===== config.mk =====
export PLATFORM = sky130hd
export DESIGN_NAME = array_shift_down
export DESIGN_NICKNAME = d
export VERILOG_FILES = /design/src/rtl/array_pkg.sv /design/src/rtl/array_heap.sv /design/src/rtl/array_shift_down.sv
export SDC_FILE = /design/constraint.sdc
export NUM_CORES = 1
export LEC_CHECK = 0
export ABC_AREA = 1
export BUFFER_PORTS_ARGS = -buffer_cell sky130_fd_sc_hd__buf_2
export CORE_ASPECT_RATIO = 1.1
export CORE_MARGIN = 2
export CORE_UTILIZATION = 55
export DETAILED_ROUTE_END_ITERATION = 8
export PLACE_DENSITY = 0.86
export SETUP_SLACK_MARGIN = 0.5
export SKIP_LAST_GASP = 1
export SLEW_MARGIN = 20
export SYNTH_ARGS = -nofsm -noshare
export SYNTH_HDL_FRONTEND = slang
export SYNTH_SLANG_ARGS = --single-unit

===== constraint.sdc =====
create_clock -name clock -period 8.6 [get_ports clock]
set_clock_uncertainty 0.15 [all_clocks]
set_input_delay 0.43 -clock clock [delete_from_list [all_inputs] [get_ports clock]]
set_output_delay 0.43 -clock clock [all_outputs]
set_load 0.02 [all_outputs]

===== src/rtl/array_pkg.sv =====
// Shared parameters and FSM state encoding for the array shift-down engine.
// Latency: n/a (declarations only).
// Backpressure: n/a.
package array_pkg;

   localparam int MEMORY_ELEMENT_WIDTH = 12;
   localparam int N_AREA               = 4;
   localparam int N_ARRAYS             = 2;

   typedef enum logic [1:0] {
      IDLE  = 2'd0,
      LOAD  = 2'd1,
      SHIFT = 2'd2,
      DONE  = 2'd3
   } state_t;

endpackage


===== src/rtl/array_heap.sv =====
// Heap storage (NArrays areas of NArea elements) plus per-array length table.
// Latency: writes commit on the clock edge; both read ports are combinational.
// Backpressure: none; out-of-range writes are dropped, out-of-range reads return 0.
module array_heap
   import array_pkg::*;
#(
   parameter int MemoryElementWidth = MEMORY_ELEMENT_WIDTH,
   parameter int NArea              = N_AREA,
   parameter int NArrays            = N_ARRAYS
) (
   input  logic                          clock,
   input  logic                          reset,
   // single element write port; wr_grow extends the array length to cover the slot
   input  logic                          wr_en,
   input  logic                          wr_grow,
   input  logic [MemoryElementWidth-1:0] wr_array,
   input  logic [MemoryElementWidth-1:0] wr_index,
   input  logic [MemoryElementWidth-1:0] wr_data,
   // length decrement for the array that just lost an element
   input  logic                          shrink_en,
   input  logic [MemoryElementWidth-1:0] shrink_array,
   // read port a (external)
   input  logic [MemoryElementWidth-1:0] a_array,
   input  logic [MemoryElementWidth-1:0] a_index,
   output logic [MemoryElementWidth-1:0] a_data,
   output logic [MemoryElementWidth-1:0] a_length,
   // read port b (shift engine)
   input  logic [MemoryElementWidth-1:0] b_array,
   input  logic [MemoryElementWidth-1:0] b_index,
   output logic [MemoryElementWidth-1:0] b_data,
   output logic [MemoryElementWidth-1:0] b_length
);

   localparam int Depth = NArea * NArrays;
   localparam int AddrW = (Depth > 1) ? $clog2(Depth) : 1;
   localparam int SelW  = (NArrays > 1) ? $clog2(NArrays) : 1;
   localparam logic [MemoryElementWidth-1:0] AREA   = MemoryElementWidth'(NArea);
   localparam logic [MemoryElementWidth-1:0] ARRAYS = MemoryElementWidth'(NArrays);

   logic [MemoryElementWidth-1:0] mem [Depth];
   logic [MemoryElementWidth-1:0] len [NArrays];

   // an index never wraps into the neighbouring area: both coordinates must be in range
   function automatic logic in_range(input logic [MemoryElementWidth-1:0] arr,
                                     input logic [MemoryElementWidth-1:0] idx);
      return (arr < ARRAYS) && (idx < AREA);
   endfunction

   function automatic logic [AddrW-1:0] addr_of(input logic [MemoryElementWidth-1:0] arr,
                                                input logic [MemoryElementWidth-1:0] idx);
      logic [MemoryElementWidth-1:0] flat;
      flat = arr * AREA + idx;
      return flat[AddrW-1:0];
   endfunction

   // element storage: deliberately not reset, contents are undefined until written
   always_ff @(posedge clock) begin
      if (wr_en && in_range(wr_array, wr_index))
         mem[addr_of(wr_array, wr_index)] <= wr_data;
   end

   // length table: grows to max(length, index+1) on external writes, shrinks by one on removal
   always_ff @(posedge clock or negedge reset) begin
      if (!reset) begin
         for (int k = 0; k < NArrays; k++)
            len[k] <= '0;
      end else begin
         if (wr_en && wr_grow && in_range(wr_array, wr_index) &&
             (wr_index >= len[wr_array[SelW-1:0]]))
            len[wr_array[SelW-1:0]] <= wr_index + MemoryElementWidth'(1);
         if (shrink_en && (shrink_array < ARRAYS) && (len[shrink_array[SelW-1:0]] != '0))
            len[shrink_array[SelW-1:0]] <= len[shrink_array[SelW-1:0]] - MemoryElementWidth'(1);
      end
   end

   // combinational reads of committed state
   always_comb begin
      a_data   = in_range(a_array, a_index) ? mem[addr_of(a_array, a_index)] : '0;
      a_length = (a_array < ARRAYS) ? len[a_array[SelW-1:0]] : '0;
      b_data   = in_range(b_array, b_index) ? mem[addr_of(b_array, b_index)] : '0;
      b_length = (b_array < ARRAYS) ? len[b_array[SelW-1:0]] : '0;
   end

endmodule


===== src/rtl/array_shift_down.sv =====
// Removes one element from an array on the heap, closing the gap one move per cycle.
// Latency: done 2+(length-1-pos) edges after the start edge; an invalid start is answered by that edge.
// Backpressure: start and element writes are ignored unless the engine is idle.
module array_shift_down
   import array_pkg::*;
#(
   parameter int MemoryElementWidth = MEMORY_ELEMENT_WIDTH,
   parameter int NArea              = N_AREA,
   parameter int NArrays            = N_ARRAYS
) (
   input  logic                          clock,
   input  logic                          reset,
   input  logic                          wr_en,
   input  logic [MemoryElementWidth-1:0] wr_array,
   input  logic [MemoryElementWidth-1:0] wr_index,
   input  logic [MemoryElementWidth-1:0] wr_data,
   input  logic                          start,
   input  logic [MemoryElementWidth-1:0] op_array,
   input  logic [MemoryElementWidth-1:0] op_pos,
   output logic                          busy,
   output logic                          done,
   output logic                          error,
   output logic [MemoryElementWidth-1:0] removed,
   input  logic [MemoryElementWidth-1:0] rd_array,
   input  logic [MemoryElementWidth-1:0] rd_index,
   output logic [MemoryElementWidth-1:0] rd_data,
   output logic [MemoryElementWidth-1:0] rd_length
);

   localparam logic [MemoryElementWidth-1:0] ARRAYS = MemoryElementWidth'(NArrays);

   state_t state, state_nxt;

   logic [MemoryElementWidth-1:0] arr_q, cur_q, removed_q, cur_inc;
   logic                          err_q;
   logic [MemoryElementWidth-1:0] b_array, b_index, b_data, b_length;
   logic [MemoryElementWidth-1:0] h_array, h_index, h_data;
   logic                          h_wr_en, h_grow, shrink_en;
   logic                          start_bad, more;

   assign cur_inc = cur_q + MemoryElementWidth'(1);

   // engine read port: the requested array while idle (for the length check), the latched one after;
   // LOAD fetches the victim, SHIFT fetches the element above the cursor
   always_comb begin
      b_array   = (state == IDLE) ? op_array : arr_q;
      b_index   = (state == LOAD) ? cur_q : cur_inc;
      start_bad = (op_array >= ARRAYS) || (op_pos >= b_length);
      more      = (cur_inc < b_length);
   end

   // single heap write port shared between external writes (idle only) and shift moves
   always_comb begin
      h_wr_en   = 1'b0;
      h_grow    = 1'b0;
      h_array   = arr_q;
      h_index   = cur_q;
      h_data    = b_data;
      shrink_en = 1'b0;
      if (state == IDLE) begin
         h_wr_en = wr_en;
         h_grow  = 1'b1;
         h_array = wr_array;
         h_index = wr_index;
         h_data  = wr_data;
      end else if (state == SHIFT) begin
         h_wr_en   = more;
         shrink_en = !more;
      end
   end

   array_heap #(
      .MemoryElementWidth (MemoryElementWidth),
      .NArea              (NArea),
      .NArrays            (NArrays)
   ) u_heap (
      .clock        (clock),
      .reset        (reset),
      .wr_en        (h_wr_en),
      .wr_grow      (h_grow),
      .wr_array     (h_array),
      .wr_index     (h_index),
      .wr_data      (h_data),
      .shrink_en    (shrink_en),
      .shrink_array (arr_q),
      .a_array      (rd_array),
      .a_index      (rd_index),
      .a_data       (rd_data),
      .a_length     (rd_length),
      .b_array      (b_array),
      .b_index      (b_index),
      .b_data       (b_data),
      .b_length     (b_length)
   );

   // state register; reset aborts any shift in progress
   always_ff @(posedge clock or negedge reset) begin
      if (!reset)
         state <= IDLE;
      else
         state <= state_nxt;
   end

   // next-state logic
   always_comb begin
      state_nxt = state;
      unique case (state)
         IDLE:    if (start) state_nxt = start_bad ? DONE : LOAD;
         LOAD:    state_nxt = SHIFT;
         SHIFT:   if (!more) state_nxt = DONE;
         DONE:    state_nxt = IDLE;
         default: state_nxt = IDLE;
      endcase
   end

   // operands captured at start, victim latched in LOAD, cursor advanced per move
   always_ff @(posedge clock or negedge reset) begin
      if (!reset) begin
         arr_q     <= '0;
         cur_q     <= '0;
         removed_q <= '0;
         err_q     <= 1'b0;
      end else begin
         unique case (state)
            IDLE: if (start) begin
               arr_q <= op_array;
               cur_q <= op_pos;
               err_q <= start_bad;
            end
            LOAD:    removed_q <= b_data;
            SHIFT:   if (more) cur_q <= cur_inc;
            default: ;
         endcase
      end
   end

   // outputs decoded from state; error is only meaningful alongside done
   always_comb begin
      busy    = (state == LOAD) || (state == SHIFT);
      done    = (state == DONE);
      error   = (state == DONE) && err_q;
      removed = removed_q;
   end

endmodule


==> results of run 1 <==
registers in the layout, summed over array words and instances (netlist names):
| name | cells |
|---|---|
| arr_q | 12 |
| cur_q | 12 |
| err_q | 1 |
| removed | 12 |
| state | 2 |
| u_heap.len | 24 |
| u_heap.mem | 96 |
layer usage:
layer,global-route usage (%),wire (microns)
met1,37.7,11700
met2,55.6,15800
met3,5.47,2520
met4,18.9,1750
met5,0,0
stage by stage:
stage                     setup slack, ps  cells  cell area [sq um]  util [%]
after CTS                            3410   1700              11800      63.7
after global routing                 3020   1700              11800      63.8
after global placement               3620   1668              11200      60.5
final                                3380   1700              11800      63.8
after detailed placement             3420   1668              11200      60.5
after floorplan                      4790   1358              10500         -
logic make-up (layout without fill, tap and decap cells):
logic type                 after synthesis  count (layout)  synth area share, %
DFF                                    159             159                 42.5
AOI/OAI and AO/OA                      313             313                 17.7
adders and majority gates               44              44                 5.25
and+or+nand+nor                        603             603                 24.4
xor gates and xnor gates                20              20                 1.67
buffers and inverters                  216             315                 8.23
muxes                                    3               3                0.286
power by group through the flow:
stage          combinational (mW)  clock (mW)  sequential [mW]
2_1_floorplan                1.67           0             1.04
3_3_place_gp                 2.17           0             1.08
3_5_place_dp                 2.23           0             1.08
4_1_cts                      2.25       0.765             1.07
5_1_grt                      2.59       0.798             1.08
6_report                     2.32       0.767             1.07
critical path, cell delays in order, from the launching register on:
cell and delay, ps:
dfrtp_1 400, inv_1 130, ha_1 160, buf_4 340, inv_2 340, nand2_1 140, nand2_1 70, nor2_1 100
nand2_1 70, nor2_2 500, o211ai_1 250, ha_1 350, a21oi_1 150, o21a_1 140, o221a_2 210, nand3_1 110
nand2_1 110, nand3_1 190, nor2_1 870
how the worst max path moves through the flow:
stage | startpoint | to | cells past startpoint
2_1_floorplan | state[0]$_DFFE_PN0P_ | u_heap.mem[2][0]$_DFFE_PP_ | 18
6_report | state[0]$_DFFE_PN0P_ | u_heap.mem[2][0]$_DFFE_PP_ | 18
3_5_place_dp | state[0]$_DFFE_PN0P_ | u_heap.mem[4][3]$_DFFE_PP_ | 15
4_1_cts | state[0]$_DFFE_PN0P_ | u_heap.mem[4][11]$_DFFE_PP_ | 15
3_3_place_gp | state[0]$_DFFE_PN0P_ | u_heap.mem[4][4]$_DFFE_PP_ | 18
5_1_grt | state[0]$_DFFE_PN0P_ | u_heap.mem[2][0]$_DFFE_PP_ | 18
final cells by class:
cell class	count	area [sq um]
Timing Repair Buffer	139	728
Tap cell	243	304
Sequential cell	159	4460
Multi-Input combinational cell	983	5200
Clock inverter	15	169
Inverter	144	543
Fill cell	1576	6720
Clock buffer	17	425
synthesized netlist by cell type, types with 12 or more instances:
cell type	n
clkbuf_1	43
nand3_1	39
edfxtp_1	96
ha_1	44
nand4_1	38
o21ai_0	110
xor2_1	16
a211oi_1	23
or2_2	16
o31ai_1	13
nand2_1	397
inv_1	137
buf_2	22
a21oi_1	80
o21ai_1	18
dfrtp_1	63
o211ai_1	44
a311oi_1	12
nor2_1	86
==> results.sh, run 1 <==
export IMPL_synthFlopType="edfxtp_1"
export IMPL_route_vias_total=10218
export IMPL_grt_overflow_total=0
export IMPL_hold_class="in2async"
export IMPL_peakVddDrop_mv=0.249
export IMPL_antenna_found_initial=0
export IMPL_critPathCaptureType="flop"
export IMPL_finalSetupViolCount=0
export IMPL_drt_wirelength_per_cell_microns=18.7
export IMPL_grt_pass1_vias=9820
export IMPL_final_common_cell="nand2_1"
export IMPL_ios=127
export IMPL_postCtsSetupBuffers=0
export IMPL_fmax_mhz=192
export IMPL_arrival_ps=5130
export IMPL_netlist_area_sq_mm=0.0105
export IMPL_die_w_microns=136
export IMPL_synth_area_leaders="edfxtp_1, dfrtp_1, nand2_1"
export IMPL_fin_nets=1576
export IMPL_numCtsBuffers=17
export IMPL_root_buffer="clkbuf_16"
export IMPL_routabilityCongestion=1.01
export IMPL_switching_power_mw=2.10
export IMPL_drcViolationCount=0
export IMPL_slew_violations=0
export IMPL_htreeDepth=4
export IMPL_via_per_inst=6.01
export IMPL_firstDrtPassIters=6
export IMPL_synthCells=1358
export IMPL_fin_setup_tns_ps=0
export IMPL_finalHoldViolCount=0
export IMPL_clkTransAtPathRegs_ps=70
export IMPL_cts_tree="done"
export IMPL_period_share_pct=60.7
export IMPL_p_seq_share_pct=25.8
export IMPL_async_flop_share_pct=39.6
export IMPL_reg2reg_setup_slack_ps=3380
export IMPL_synth_top_area_cell="edfxtp_1"
export IMPL_grt_total_usage_pct=32.2
export IMPL_fp_row_count=52
export IMPL_r2r_start="state[0]$_DFFE_PN0P_"
export IMPL_comb_power_share_pct=55.8
export IMPL_crit_fanout=33
export IMPL_worstPathRequired_ps=8510
export IMPL_cts_buffer_depth=2
export IMPL_drt_total_wl_mm=31.7
export IMPL_n_antenna_cell=0
export IMPL_timing_slew_headroom_pct=28.4
export IMPL_dp_hpwl_mm=22.4
export IMPL_fin_crit_ps=5220
export IMPL_yosys_register_bits=159
export IMPL_grt_pass1_wl_mm=49.9
export IMPL_cts_hold_buf=0
export IMPL_antenna_left=0
export IMPL_start_kind="flop"
export IMPL_whs_ps=21.0
export IMPL_rr_worst_depth=18
export IMPL_maxCapViolCount=0
export IMPL_powerDensity_mw_per_mm2=351
export IMPL_syn2layout_area_growth_pct=12.7
export IMPL_outcome="finished clean"
export IMPL_switching_share_pct=50.6
export IMPL_netlist_area_leader_share_pct=27.5
export IMPL_path_class="reg2reg"
export IMPL_synth_edff_count=96
export IMPL_clk_insertion_delay_late_ps=450
export IMPL_leakage_nw=5.53
export IMPL_drt_iter0_markers=929
export IMPL_syn_num_nets=1490
export IMPL_start_util_pct=56.6
export IMPL_portBuffers=126
export IMPL_power_frac_clock_pct=18.5
export IMPL_ys_warn_count=0
export IMPL_syn_avg_cell_area_sq_um=7.73
export IMPL_core_area_sq_mm=0.0185
export IMPL_grt_max_degree=64
export IMPL_dieArea_sq_mm=0.0202
export IMPL_ys_seq_area_share_pct=42.5
export IMPL_clkSinkCount=159
export IMPL_reg2reg_to="u_heap.mem[2][0]$_DFFE_PP_"
export IMPL_worstMarginPinSlew_ps=1070
export IMPL_grt_setup_unrepaired="false"
export IMPL_layout_drive_gt1_share_pct=14.6
export IMPL_power_mw=4.15
export IMPL_die_y_microns=149
export IMPL_synthDistinctLibCells=43
export IMPL_power_internal_mw=2.05
export IMPL_layout_common_cells="nand2_1, inv_1, buf_2"
export IMPL_cts_resized=0
Note: power is estimated with default switching activity, not from simulation.
==> inputs of run 2 (changes only) <==
Clock period 8.6 ns to 5.4 ns, I/O delays scaled along.
==> results.sh, run 2 (synthesis gave the netlist of run 1 again) <==
export IMPL_outcome="finished clean"
export IMPL_arrival_ps=4700
export IMPL_power_mw=6.56
export IMPL_comb_power_share_pct=55.9
export IMPL_firstDrtPassIters=8
export IMPL_crit_family="simple AND/OR/NAND/NOR gates"
export IMPL_met3_usage_pct=6.29
export IMPL_cp_num_buf_inv=2
export IMPL_leakage_nw=5.61
export IMPL_fin_crit_ps=4810
export IMPL_drt_wirelength_per_cell_microns=18.2
export IMPL_hold_class="in2reg"
export IMPL_start_kind="flop"
export IMPL_peakVddDrop_mv=0.288
export IMPL_crit_fanout=14
export IMPL_switching_power_mw=3.32
export IMPL_critPathCaptureType="flop"
export IMPL_largest_register="u_heap.mem"
export IMPL_htreeDepth=4
export IMPL_routabilityCongestion=0.953
export IMPL_drt_total_wl_mm=31.3
export IMPL_cts_tree="done"
export IMPL_powerDensity_mw_per_mm2=548
export IMPL_fp_row_count=52
export IMPL_layout_drive_gt1_share_pct=14.5
export IMPL_fillCellCount=1524
export IMPL_clkSinkCount=159
export IMPL_largest_reg_flops=96
export IMPL_dp_hpwl_mm=22.1
export IMPL_fmax_mhz=208
export IMPL_cts_buffer_depth=2
export IMPL_power_internal_mw=3.24
export IMPL_numCtsBuffers=17
export IMPL_finalHoldViolCount=0
export IMPL_die_y_microns=149
export IMPL_maxCapViolCount=0
export IMPL_top_usage_layer="met2"
export IMPL_portBuffers=126
export IMPL_via_per_inst=5.98
export IMPL_p_seq_share_pct=25.9
export IMPL_fin_setup_tns_ps=0
export IMPL_die_w_microns=136
export IMPL_period_share_pct=89.0
export IMPL_fin_util_pct=64.6
export IMPL_drt_iter0_markers=1162
export IMPL_clkTransAtPathRegs_ps=70
export IMPL_syn2layout_area_growth_pct=14.2
export IMPL_grt_max_degree=64
export IMPL_antenna_found_initial=2
export IMPL_max_stage_delay_ps=880
export IMPL_slowest_stage="nor2_1"
export IMPL_finalSetupViolCount=0
export IMPL_switching_share_pct=50.6
export IMPL_ios=127
export IMPL_grt_overflow_total=0
export IMPL_grt_use_met1_pct=36.7
export IMPL_grtUsageMet2_pct=53.5
export IMPL_dieArea_sq_mm=0.0202
export IMPL_drcViolationCount=0
export IMPL_root_buffer="clkbuf_16"
export IMPL_route_vias_total=10275
export IMPL_slew_violations=0
export IMPL_fin_nets=1591
export IMPL_grt_pass1_wl_mm=49.1
export IMPL_core_area_sq_mm=0.0185
export IMPL_grt_total_usage_pct=31.4
export IMPL_reg_top3="u_heap.mem: 96 flops, u_heap.len: 24 flops"
export IMPL_power_frac_clock_pct=18.2
export IMPL_worstMarginPinSlew_ps=1100
export IMPL_path_class="reg2reg"
export IMPL_clk_insertion_delay_late_ps=440
export IMPL_antenna_left=0
export IMPL_start_util_pct=56.6
export IMPL_final_common_cell="nand2_1"
export IMPL_worstPathRequired_ps=5300
export IMPL_grt_setup_unrepaired="true"
export IMPL_postCtsSetupBuffers=0
export IMPL_grt_pass1_vias=9614
export IMPL_timing_slew_headroom_pct=26.1
export IMPL_layout_common_cells="nand2_1, inv_1, buf_2"
export IMPL_crit_chain="inv_1, ha_1, inv_2, nand2_1, nand2_1, nor2_1, nand3_1, nor2_2, o211ai_1, ha_1, a21oi_1, o21a_1, o221a_2, nand3_1, nand2_1, nand3_1, nor2_1"
run 2: cell types whose count changed in the layout (fill, tap and decap cells not counted), moves of 2 or more:
| cell | change |
|---|---|
| dlygate4sd3_1 | +13 |
| inv_8 | +3 |
| buf_4 | +2 |
| clkinvlp_4 | -2 |
| diode_2 | +2 |
| nor2_1 | +2 |
| nor2_2 | -2 |
run 2: layer usage:
layer | vias to the layer above | share of wire, %
met2 | 617 | 50
met1 | 4729 | 35
met3 | 121 | 8.6
met4 | 0 | 5.6
met5 | - | 0
li1 | 4808 | -
run 2: worst min-delay path, stage by stage:
cell	delay [ps]
buf_2	120
inv_1	70
o21ai_0	80
run 2: final timing paths:
check	endpoint	cells past startpoint	startpoint	slack, ps
max	u_heap.mem[6][10]$_DFFE_PP_	17	state[0]$_DFFE_PN0P_	590
min	arr_q[6]$_DFFE_PN0P_	3	op_array[6]	3
max reg2reg	u_heap.mem[6][10]$_DFFE_PP_	17	state[0]$_DFFE_PN0P_	590
min reg2reg	removed[3]$_DFFE_PN0P_	2	removed[3]$_DFFE_PN0P_	330
max in group asynchronous	arr_q[2]$_DFFE_PN0P_	3	reset	4100
min in group asynchronous	removed[2]$_DFFE_PN0P_	3	reset	400
run 2: power by group through the flow:
stage | clock network, mW | registers (mW) | logic [mW]
6_report | 1.19 | 1.70 | 3.67
2_1_floorplan | 0 | 1.66 | 2.66
5_1_grt | 1.26 | 1.72 | 4.08
3_5_place_dp | 0 | 1.72 | 3.52
4_1_cts | 1.20 | 1.69 | 3.57
3_3_place_gp | 0 | 1.71 | 3.40
run 2: layout make-up:
cell class | instances | area [sq um] | share of cell area [%]
clock inverter | 15 | 158 | 1.32
timing repair buffer | 154 | 873 | 7.29
multi-input combinational | 983 | 5210 | 43.5
tap | 243 | 304 | 2.54
sequential | 159 | 4460 | 37.2
inverter | 144 | 543 | 4.53
clock buffer | 17 | 425 | 3.55
antenna | 2 | 5.00 | 0.0418
run 2: metrics by stage:
stage | cell area (sq um) | worst slack (ps) | std cells | hold WS, ps
CTS | 12000 | 583 | 1715 | 3.58
detailed placement | 11200 | 624 | 1670 | 316
finish | 12000 | 594 | 1717 | 3.50
floorplan | 10500 | 1590 | 1358 | -176
global route | 12000 | 266 | 1717 | 30.7
global placement | 11200 | 939 | 1670 | 313
run 2: timing repair:
action | in CTS | in global routing
hold endpoints to repair | 75 | 0
gates resized for setup | 0 | 2
hold buffers | 13 | 0
endpoints found under the setup margin | 0 | 48
